==> src/rtl/ysyx_22040895_ifu_pkg.sv <==
// Shared IFU constants: reset PC, NOP encoding, decode field widths
// and fetch FSM state encodings; imported by the IFU files.
package ysyx_22040895_ifu_pkg;

    localparam logic [63:0] IFU_RESET_PC = 64'h8000_0000;

    localparam int INST_W   = 32;
    localparam int OPCODE_W = 7;
    localparam int FUNC3_W  = 3;
    localparam int FUNC7_W  = 7;

    // addi x0, x0, 0
    localparam logic [INST_W-1:0] NOP_INST = 32'h0000_0013;

    localparam logic [1:0] ST_REQ  = 2'd0;
    localparam logic [1:0] ST_WAIT = 2'd1;
    localparam logic [1:0] ST_HOLD = 2'd2;

    function automatic logic pc_misaligned(input logic [1:0] lsb);
        return |lsb;
    endfunction

endpackage

==> src/rtl/ysyx_22040895_ifu_if.sv <==
// Instruction memory port: request (valid/ready/addr) and response
// (valid/data/err). master = IFU side, slave = memory side.
interface ysyx_22040895_ifu_if #(
    parameter int ADDR_W = 64
);
    import ysyx_22040895_ifu_pkg::*;

    logic              req_valid_o_ifu;
    logic              req_ready_i_ifu;
    logic [ADDR_W-1:0] req_addr_o_ifu;
    logic              rsp_valid_i_ifu;
    logic [INST_W-1:0] rsp_data_i_ifu;
    logic              rsp_err_i_ifu;

    modport master (
        output req_valid_o_ifu,
        output req_addr_o_ifu,
        input  req_ready_i_ifu,
        input  rsp_valid_i_ifu,
        input  rsp_data_i_ifu,
        input  rsp_err_i_ifu
    );

    modport slave (
        input  req_valid_o_ifu,
        input  req_addr_o_ifu,
        output req_ready_i_ifu,
        output rsp_valid_i_ifu,
        output rsp_data_i_ifu,
        output rsp_err_i_ifu
    );

endinterface

==> src/rtl/ysyx_22040895_pc_reg.sv <==
// PC register: async active-low reset to RESET_PC; on retire loads
// redirect target or pc+4. Ports: clk, rst, retire_i, jump_i, dnpc_i, pc_o.
module ysyx_22040895_pc_reg #(
    parameter int                ADDR_W   = 64,
    parameter logic [ADDR_W-1:0] RESET_PC = '0
) (
    input  logic              clk,
    input  logic              rst,
    input  logic              retire_i,
    input  logic              jump_i,
    input  logic [ADDR_W-1:0] dnpc_i,
    output logic [ADDR_W-1:0] pc_o
);

    logic [ADDR_W-1:0] pc_q;
    logic [ADDR_W-1:0] pc_d;

    // pc+4 wraps naturally at ADDR_W bits
    always_comb begin
        pc_d = pc_q;
        if (retire_i) begin
            pc_d = jump_i ? dnpc_i
                          : pc_q + ADDR_W'(4);
        end
    end

    always_ff @(posedge clk or negedge rst) begin
        if (!rst) begin
            pc_q <= RESET_PC;
        end else begin
            pc_q <= pc_d;
        end
    end

    assign pc_o = pc_q;

endmodule

==> src/rtl/ysyx_22040895_ifu.sv <==
// Instruction fetch unit: REQ/WAIT/HOLD fetch FSM, one-entry output hold.
// Ports: clk, rst (async low), mem (memory port), inst_*/field/fault/redirect.
module ysyx_22040895_ifu
    import ysyx_22040895_ifu_pkg::*;
#(
    parameter int                ADDR_W   = 64,
    parameter logic [ADDR_W-1:0] RESET_PC = ADDR_W'(IFU_RESET_PC)
) (
    input  logic                  clk,
    input  logic                  rst,
    ysyx_22040895_ifu_if.master   mem,
    output logic                  inst_valid_o_ifu,
    input  logic                  inst_ready_i_ifu,
    output logic [INST_W-1:0]     inst_o_ifu,
    output logic [ADDR_W-1:0]     pc_o_ifu,
    output logic [OPCODE_W-1:0]   opcode_o_ifu,
    output logic [FUNC3_W-1:0]    func3_o_ifu,
    output logic [FUNC7_W-1:0]    func7_o_ifu,
    output logic                  fault_o_ifu,
    input  logic                  jump_branch_i_ifu,
    input  logic [ADDR_W-1:0]     dnpc_i_ifu
);

    logic [1:0]        state_q, state_d;
    logic [INST_W-1:0] inst_q, inst_d;
    logic              fault_q, fault_d;
    logic [ADDR_W-1:0] pc;
    logic              mis;
    logic              in_req;
    logic              in_hold;
    logic              retire;

    assign in_req  = (state_q == ST_REQ);
    assign in_hold = (state_q == ST_HOLD);
    assign mis     = pc_misaligned(pc[1:0]);
    assign retire  = in_hold & inst_ready_i_ifu;

    ysyx_22040895_pc_reg #(
        .ADDR_W   (ADDR_W),
        .RESET_PC (RESET_PC)
    ) u_pc (
        .clk      (clk),
        .rst      (rst),
        .retire_i (retire),
        .jump_i   (jump_branch_i_ifu),
        .dnpc_i   (dnpc_i_ifu),
        .pc_o     (pc)
    );

    // a misaligned PC never reaches the bus
    assign mem.req_valid_o_ifu = rst & in_req & ~mis;
    assign mem.req_addr_o_ifu  = pc;

    always_comb begin
        state_d = state_q;
        inst_d  = inst_q;
        fault_d = fault_q;
        case (state_q)
            ST_REQ: begin
                if (mis) begin
                    state_d = ST_HOLD;
                    inst_d  = NOP_INST;
                    fault_d = 1'b1;
                end else if (mem.req_ready_i_ifu) begin
                    state_d = ST_WAIT;
                end
            end
            ST_WAIT: begin
                if (mem.rsp_valid_i_ifu) begin
                    state_d = ST_HOLD;
                    inst_d  = mem.rsp_data_i_ifu;
                    fault_d = mem.rsp_err_i_ifu;
                end
            end
            ST_HOLD: begin
                if (inst_ready_i_ifu) begin
                    state_d = ST_REQ;
                end
            end
            default: state_d = ST_REQ;
        endcase
    end

    always_ff @(posedge clk or negedge rst) begin
        if (!rst) begin
            state_q <= ST_REQ;
            inst_q  <= NOP_INST;
            fault_q <= 1'b0;
        end else begin
            state_q <= state_d;
            inst_q  <= inst_d;
            fault_q <= fault_d;
        end
    end

    assign inst_valid_o_ifu = in_hold;
    assign inst_o_ifu       = inst_q;
    assign pc_o_ifu         = pc;
    assign fault_o_ifu      = fault_q;
    assign opcode_o_ifu     = inst_q[6:0];
    assign func3_o_ifu      = inst_q[14:12];
    assign func7_o_ifu      = inst_q[31:25];

endmodule

==> src/flat_wrapper.sv <==
// flat-port wrapper written by rule: the top's interface ports become plain ports
module ysyx_22040895_ifu_flat import ysyx_22040895_ifu_pkg::*;
#(
    parameter int                ADDR_W   = 64,
    parameter logic [ADDR_W-1:0] RESET_PC = ADDR_W'(IFU_RESET_PC)
)
  (clk, rst, inst_valid_o_ifu, inst_ready_i_ifu, inst_o_ifu, pc_o_ifu, opcode_o_ifu, func3_o_ifu, func7_o_ifu, fault_o_ifu, jump_branch_i_ifu, dnpc_i_ifu, mem_req_valid_o_ifu, mem_req_addr_o_ifu, mem_req_ready_i_ifu, mem_rsp_valid_i_ifu, mem_rsp_data_i_ifu, mem_rsp_err_i_ifu);
  ysyx_22040895_ifu_if #(.ADDR_W(ADDR_W)) mem_i ();
  input  logic clk;
  input  logic rst;
  output logic inst_valid_o_ifu;
  input  logic inst_ready_i_ifu;
  output logic [INST_W-1:0] inst_o_ifu;
  output logic [ADDR_W-1:0] pc_o_ifu;
  output logic [OPCODE_W-1:0] opcode_o_ifu;
  output logic [FUNC3_W-1:0] func3_o_ifu;
  output logic [FUNC7_W-1:0] func7_o_ifu;
  output logic fault_o_ifu;
  input  logic jump_branch_i_ifu;
  input  logic [ADDR_W-1:0] dnpc_i_ifu;
  output wire logic [$bits(mem_i.req_valid_o_ifu)-1:0] mem_req_valid_o_ifu;
  output wire logic [$bits(mem_i.req_addr_o_ifu)-1:0] mem_req_addr_o_ifu;
  input wire logic [$bits(mem_i.req_ready_i_ifu)-1:0] mem_req_ready_i_ifu;
  input wire logic [$bits(mem_i.rsp_valid_i_ifu)-1:0] mem_rsp_valid_i_ifu;
  input wire logic [$bits(mem_i.rsp_data_i_ifu)-1:0] mem_rsp_data_i_ifu;
  input wire logic [$bits(mem_i.rsp_err_i_ifu)-1:0] mem_rsp_err_i_ifu;
  assign mem_req_valid_o_ifu = mem_i.req_valid_o_ifu;
  assign mem_req_addr_o_ifu = mem_i.req_addr_o_ifu;
  assign mem_i.req_ready_i_ifu = mem_req_ready_i_ifu;
  assign mem_i.rsp_valid_i_ifu = mem_rsp_valid_i_ifu;
  assign mem_i.rsp_data_i_ifu = mem_rsp_data_i_ifu;
  assign mem_i.rsp_err_i_ifu = mem_rsp_err_i_ifu;
  ysyx_22040895_ifu #(.ADDR_W(ADDR_W), .RESET_PC(RESET_PC)) u_core (.clk(clk), .rst(rst), .mem(mem_i), .inst_valid_o_ifu(inst_valid_o_ifu), .inst_ready_i_ifu(inst_ready_i_ifu), .inst_o_ifu(inst_o_ifu), .pc_o_ifu(pc_o_ifu), .opcode_o_ifu(opcode_o_ifu), .func3_o_ifu(func3_o_ifu), .func7_o_ifu(func7_o_ifu), .fault_o_ifu(fault_o_ifu), .jump_branch_i_ifu(jump_branch_i_ifu), .dnpc_i_ifu(dnpc_i_ifu));
endmodule
==> config.mk <==
export PLATFORM = sky130hd
export DESIGN_NAME = ysyx_22040895_ifu_flat
export DESIGN_NICKNAME = d
export VERILOG_FILES = /design/src/rtl/ysyx_22040895_ifu_pkg.sv /design/src/rtl/ysyx_22040895_ifu_if.sv /design/src/rtl/ysyx_22040895_pc_reg.sv /design/src/rtl/ysyx_22040895_ifu.sv /design/src/flat_wrapper.sv
export SDC_FILE = /design/constraint.sdc
export NUM_CORES = 1
export LEC_CHECK = 0
export ABC_CLOCK_PERIOD_IN_PS = 3700
export CORE_MARGIN = 2
export CORE_UTILIZATION = 44
export CTS_BUF_LIST = sky130_fd_sc_hd__clkbuf_4 sky130_fd_sc_hd__clkbuf_8
export CTS_CLUSTER_DIAMETER = 150
export DETAILED_ROUTE_END_ITERATION = 12
export PLACE_DENSITY = 0.83
export SLEW_MARGIN = 20
export SYNTH_ARGS = -nofsm -noshare
export SYNTH_HDL_FRONTEND = slang
export SYNTH_SLANG_ARGS = --single-unit
export TNS_END_PERCENT = 50
==> constraint.sdc <==
create_clock -name clk -period 3.7 [get_ports clk]
set_clock_uncertainty 0.15 [all_clocks]
set_input_delay 0.37 -clock clk [delete_from_list [all_inputs] [get_ports clk]]
set_output_delay 0.37 -clock clk [all_outputs]
set_load 0.1 [all_outputs]
==> impl_metrics.py <==
metrics = {
    "run_status": {
        "status": "completed",
    },
    "clocking": {
        "h-tree-depth": 3,
        "cts_setup_buffers": 0,
        "cts_tree": "done",
        "clockBufferDepth": 2,
        "path_clk_slew_ns": 0.12,
        "cts_made_buffers": 9,
        "ctsResizeCount": 0,
        "cts-root-buf": "clkbuf_8",
        "clock_latency_ns": 0.39,
        "cts_sinks": 99,
        "postCtsHoldBufs": 1,
    },
    "floorplan": {
        "io-pin-count": 283,
        "start_util": 0.4468,
        "die_area_mm2": 0.01557,
        "core-area_mm2": 0.01437,
        "die_x_um": 124.8,
        "rows": 44,
        "die_height_um": 124.8,
    },
    "worst_setup_path": {
        "r2r_setup_slack_ns": 0.73,
        "cpPeakStageDelay_ns": 0.73,
        "slowest_stage": "nor4_1",
        "cp_max_fo": 7,
        "crit_type": "register to register",
        "cp_top_family": "simple AND/OR/NAND/NOR gates",
        "path_buf_inv": 0,
        "cp-start-kind": "register",
        "crit_chain": "nand4_1, nor4_1, nand2_1, nor4_1, mux2_2",
        "cp.required_ns": 3.83,
        "worst_r2r_path_depth": 5,
        "crit_top_cell": "nor4_1",
        "cp.arrival_ns": 3.11,
        "r2r_end": "u_core.u_pc.pc_o[58]",
        "worstReg2RegStart": "u_core.u_pc.pc_o[21]",
        "end_kind": "register",
    },
    "hold_path": {
        "min_from": "jump_branch_i_ifu",
        "holdPathEnd": "u_core.u_pc.pc_o[56]",
        "hold_depth": 3,
        "hold_class": "input pin to register",
    },
    "synthesis": {
        "syn_inst": 801,
        "synth-async-reset-ratio": 1.000,
        "synth_edf_count": 0,
        "netlist_area_mm2": 0.006420,
        "syn_nets": 905,
        "yosys_warnings": 0,
        "synth_seq_cells": 99,
        "synth.distinct_cells": 59,
        "ys_seq_area_frac": 0.3867,
        "syn_area_per_cell_um2": 8.015,
        "synth_flop_cell": "dfrtp_1",
    },
    "route": {
        "viasPerCell": 5.917,
        "num_vias": 6905,
        "ant_nets": 0,
        "drc": 0,
        "first_pass_iters": 7,
        "routed_wl_um": 22820,
        "wl_per_cell_um": 19.56,
        "drtIter0Drc": 702,
    },
    "place": {
        "dpl.cell_count": 1149,
        "portBuffers": 282,
        "gp_congestion": 0.9188,
        "place_area_mm2": 0.008776,
        "dp_hpwl_um": 16500,
        "place_ws_ns": 0.8131,
    },
    "sta": {
        "rsz0062_at_grt": "false",
        "period_share": 0.8038,
        "fmax_ghz": 0.3362,
        "setup_slack_ns": 0.7260,
        "finalHoldViolations": 0,
        "slew_headroom": 0.3015,
        "finalSetupViolations": 0,
        "tns_ns": 0,
        "final.min_clock_period_ns": 2.974,
        "slew_viol_final": 0,
        "tightest_slew_ns": 1.044,
    },
    "finish": {
        "layout_common_cells": "clkdlybuf4s50_1, nand2_1, dfrtp_1",
        "final_common_cell": "clkdlybuf4s50_1",
        "finish.instance_area_mm2": 0.008971,
        "stdcell_count": 1167,
        "drive_gt1_frac": 0.05295,
        "area_growth_pct": 39.74,
        "nNetsFinal": 1081,
    },
    "grt": {
        "grt_max_degree": 79,
        "grt_pass1_vias": 6293,
        "grt_overflow": 0,
        "antenna_found_initial": 1,
        "grt_pass1_wl_um": 35200,
        "grtUsageTotal": 0.2817,
    },
    "run": {
        "cap_viol_max_count": 0,
    },
}
## layout make-up
class                           count  area (um2)
Fill cell                        1258        5398
Multi-Input combinational cell    554        3082
Timing Repair Buffer              296        2928
Sequential cell                    99        2482
Tap cell                          184       230.2
Clock buffer                        9       123.9
Inverter                           17       63.81
Clock inverter                      7       58.81
Antenna cell                        1       2.502
## cells in the mapped netlist, drive strengths merged, types with 18 or more instances
| master | number | area (um2) |
|---|---|---|
| nand4 | 31 | 209.0 |
| dfrtp | 95 | 2377 |
| clkbuf | 42 | 157.7 |
| and3 | 18 | 112.6 |
| nor4 | 22 | 143.9 |
| a21oi | 37 | 185.2 |
| o21ai | 45 | 225.2 |
| nor3 | 34 | 170.2 |
| buf | 89 | 640.6 |
| nand2 | 113 | 424.2 |
| nor2 | 44 | 165.2 |
| nand3 | 73 | 365.4 |
## layer usage
layer	global-route usage	vias to the layer above	part of all wire
met3	0.06658	27	0.093
li1	-	3209	-
met1	0.3548	3273	0.39
met2	0.4860	396	0.50
met5	0	-	0
met4	0.07336	0	0.016
## registers in the layout (all words and copies together) (netlist names)
name,cells
u_core.state_q,2
u_core.fault_o_ifu,1
u_core.inst_o_ifu,32
u_core.u_pc.pc_o,64
## kinds of logic after synthesis
family / count (synthesis) / share of synthesized area
AO/OA/AOI/OAI: 160 / 0.1616
buffers and inverters: 148 / 0.1343
AND/OR/NAND/NOR: 387 / 0.3058
multiplexers: 6 / 0.009745
flip-flops: 99 / 0.3867
adder cells (fa/ha/maj): 1 / 0.001949
## tightest hold or removal path: cells and delay by family
family                 cells  cell delay, ns
AND/OR/NAND/NOR            2            0.20
buffers and inverters      1            0.22
## worst max-delay path by stage
stage,start,slack [ns],to,cells after the start
after floorplan,u_core.u_pc.pc_o[8],0.42,u_core.u_pc.pc_o[37],7
after global placement,u_core.u_pc.pc_o[21],0.89,u_core.u_pc.pc_o[58],5
after detailed placement,u_core.u_pc.pc_o[8],0.81,u_core.u_pc.pc_o[55],5
after CTS,u_core.u_pc.pc_o[8],0.79,u_core.u_pc.pc_o[55],5
after global routing,u_core.u_pc.pc_o[21],0.41,u_core.u_pc.pc_o[58],5
final,u_core.u_pc.pc_o[21],0.73,u_core.u_pc.pc_o[58],5
## metrics by stage
stage          hold WS (ns)    util
2_1_floorplan      -0.07559       -
3_3_place_gp         0.2648  0.6108
3_5_place_dp         0.2608  0.6108
4_1_cts              0.2893  0.6242
5_1_grt              0.3260  0.6243
6_report             0.3101  0.6243
Power is not shown: default switching activity piles up to over one toggle a cycle in this logic, so the estimate is an artifact.
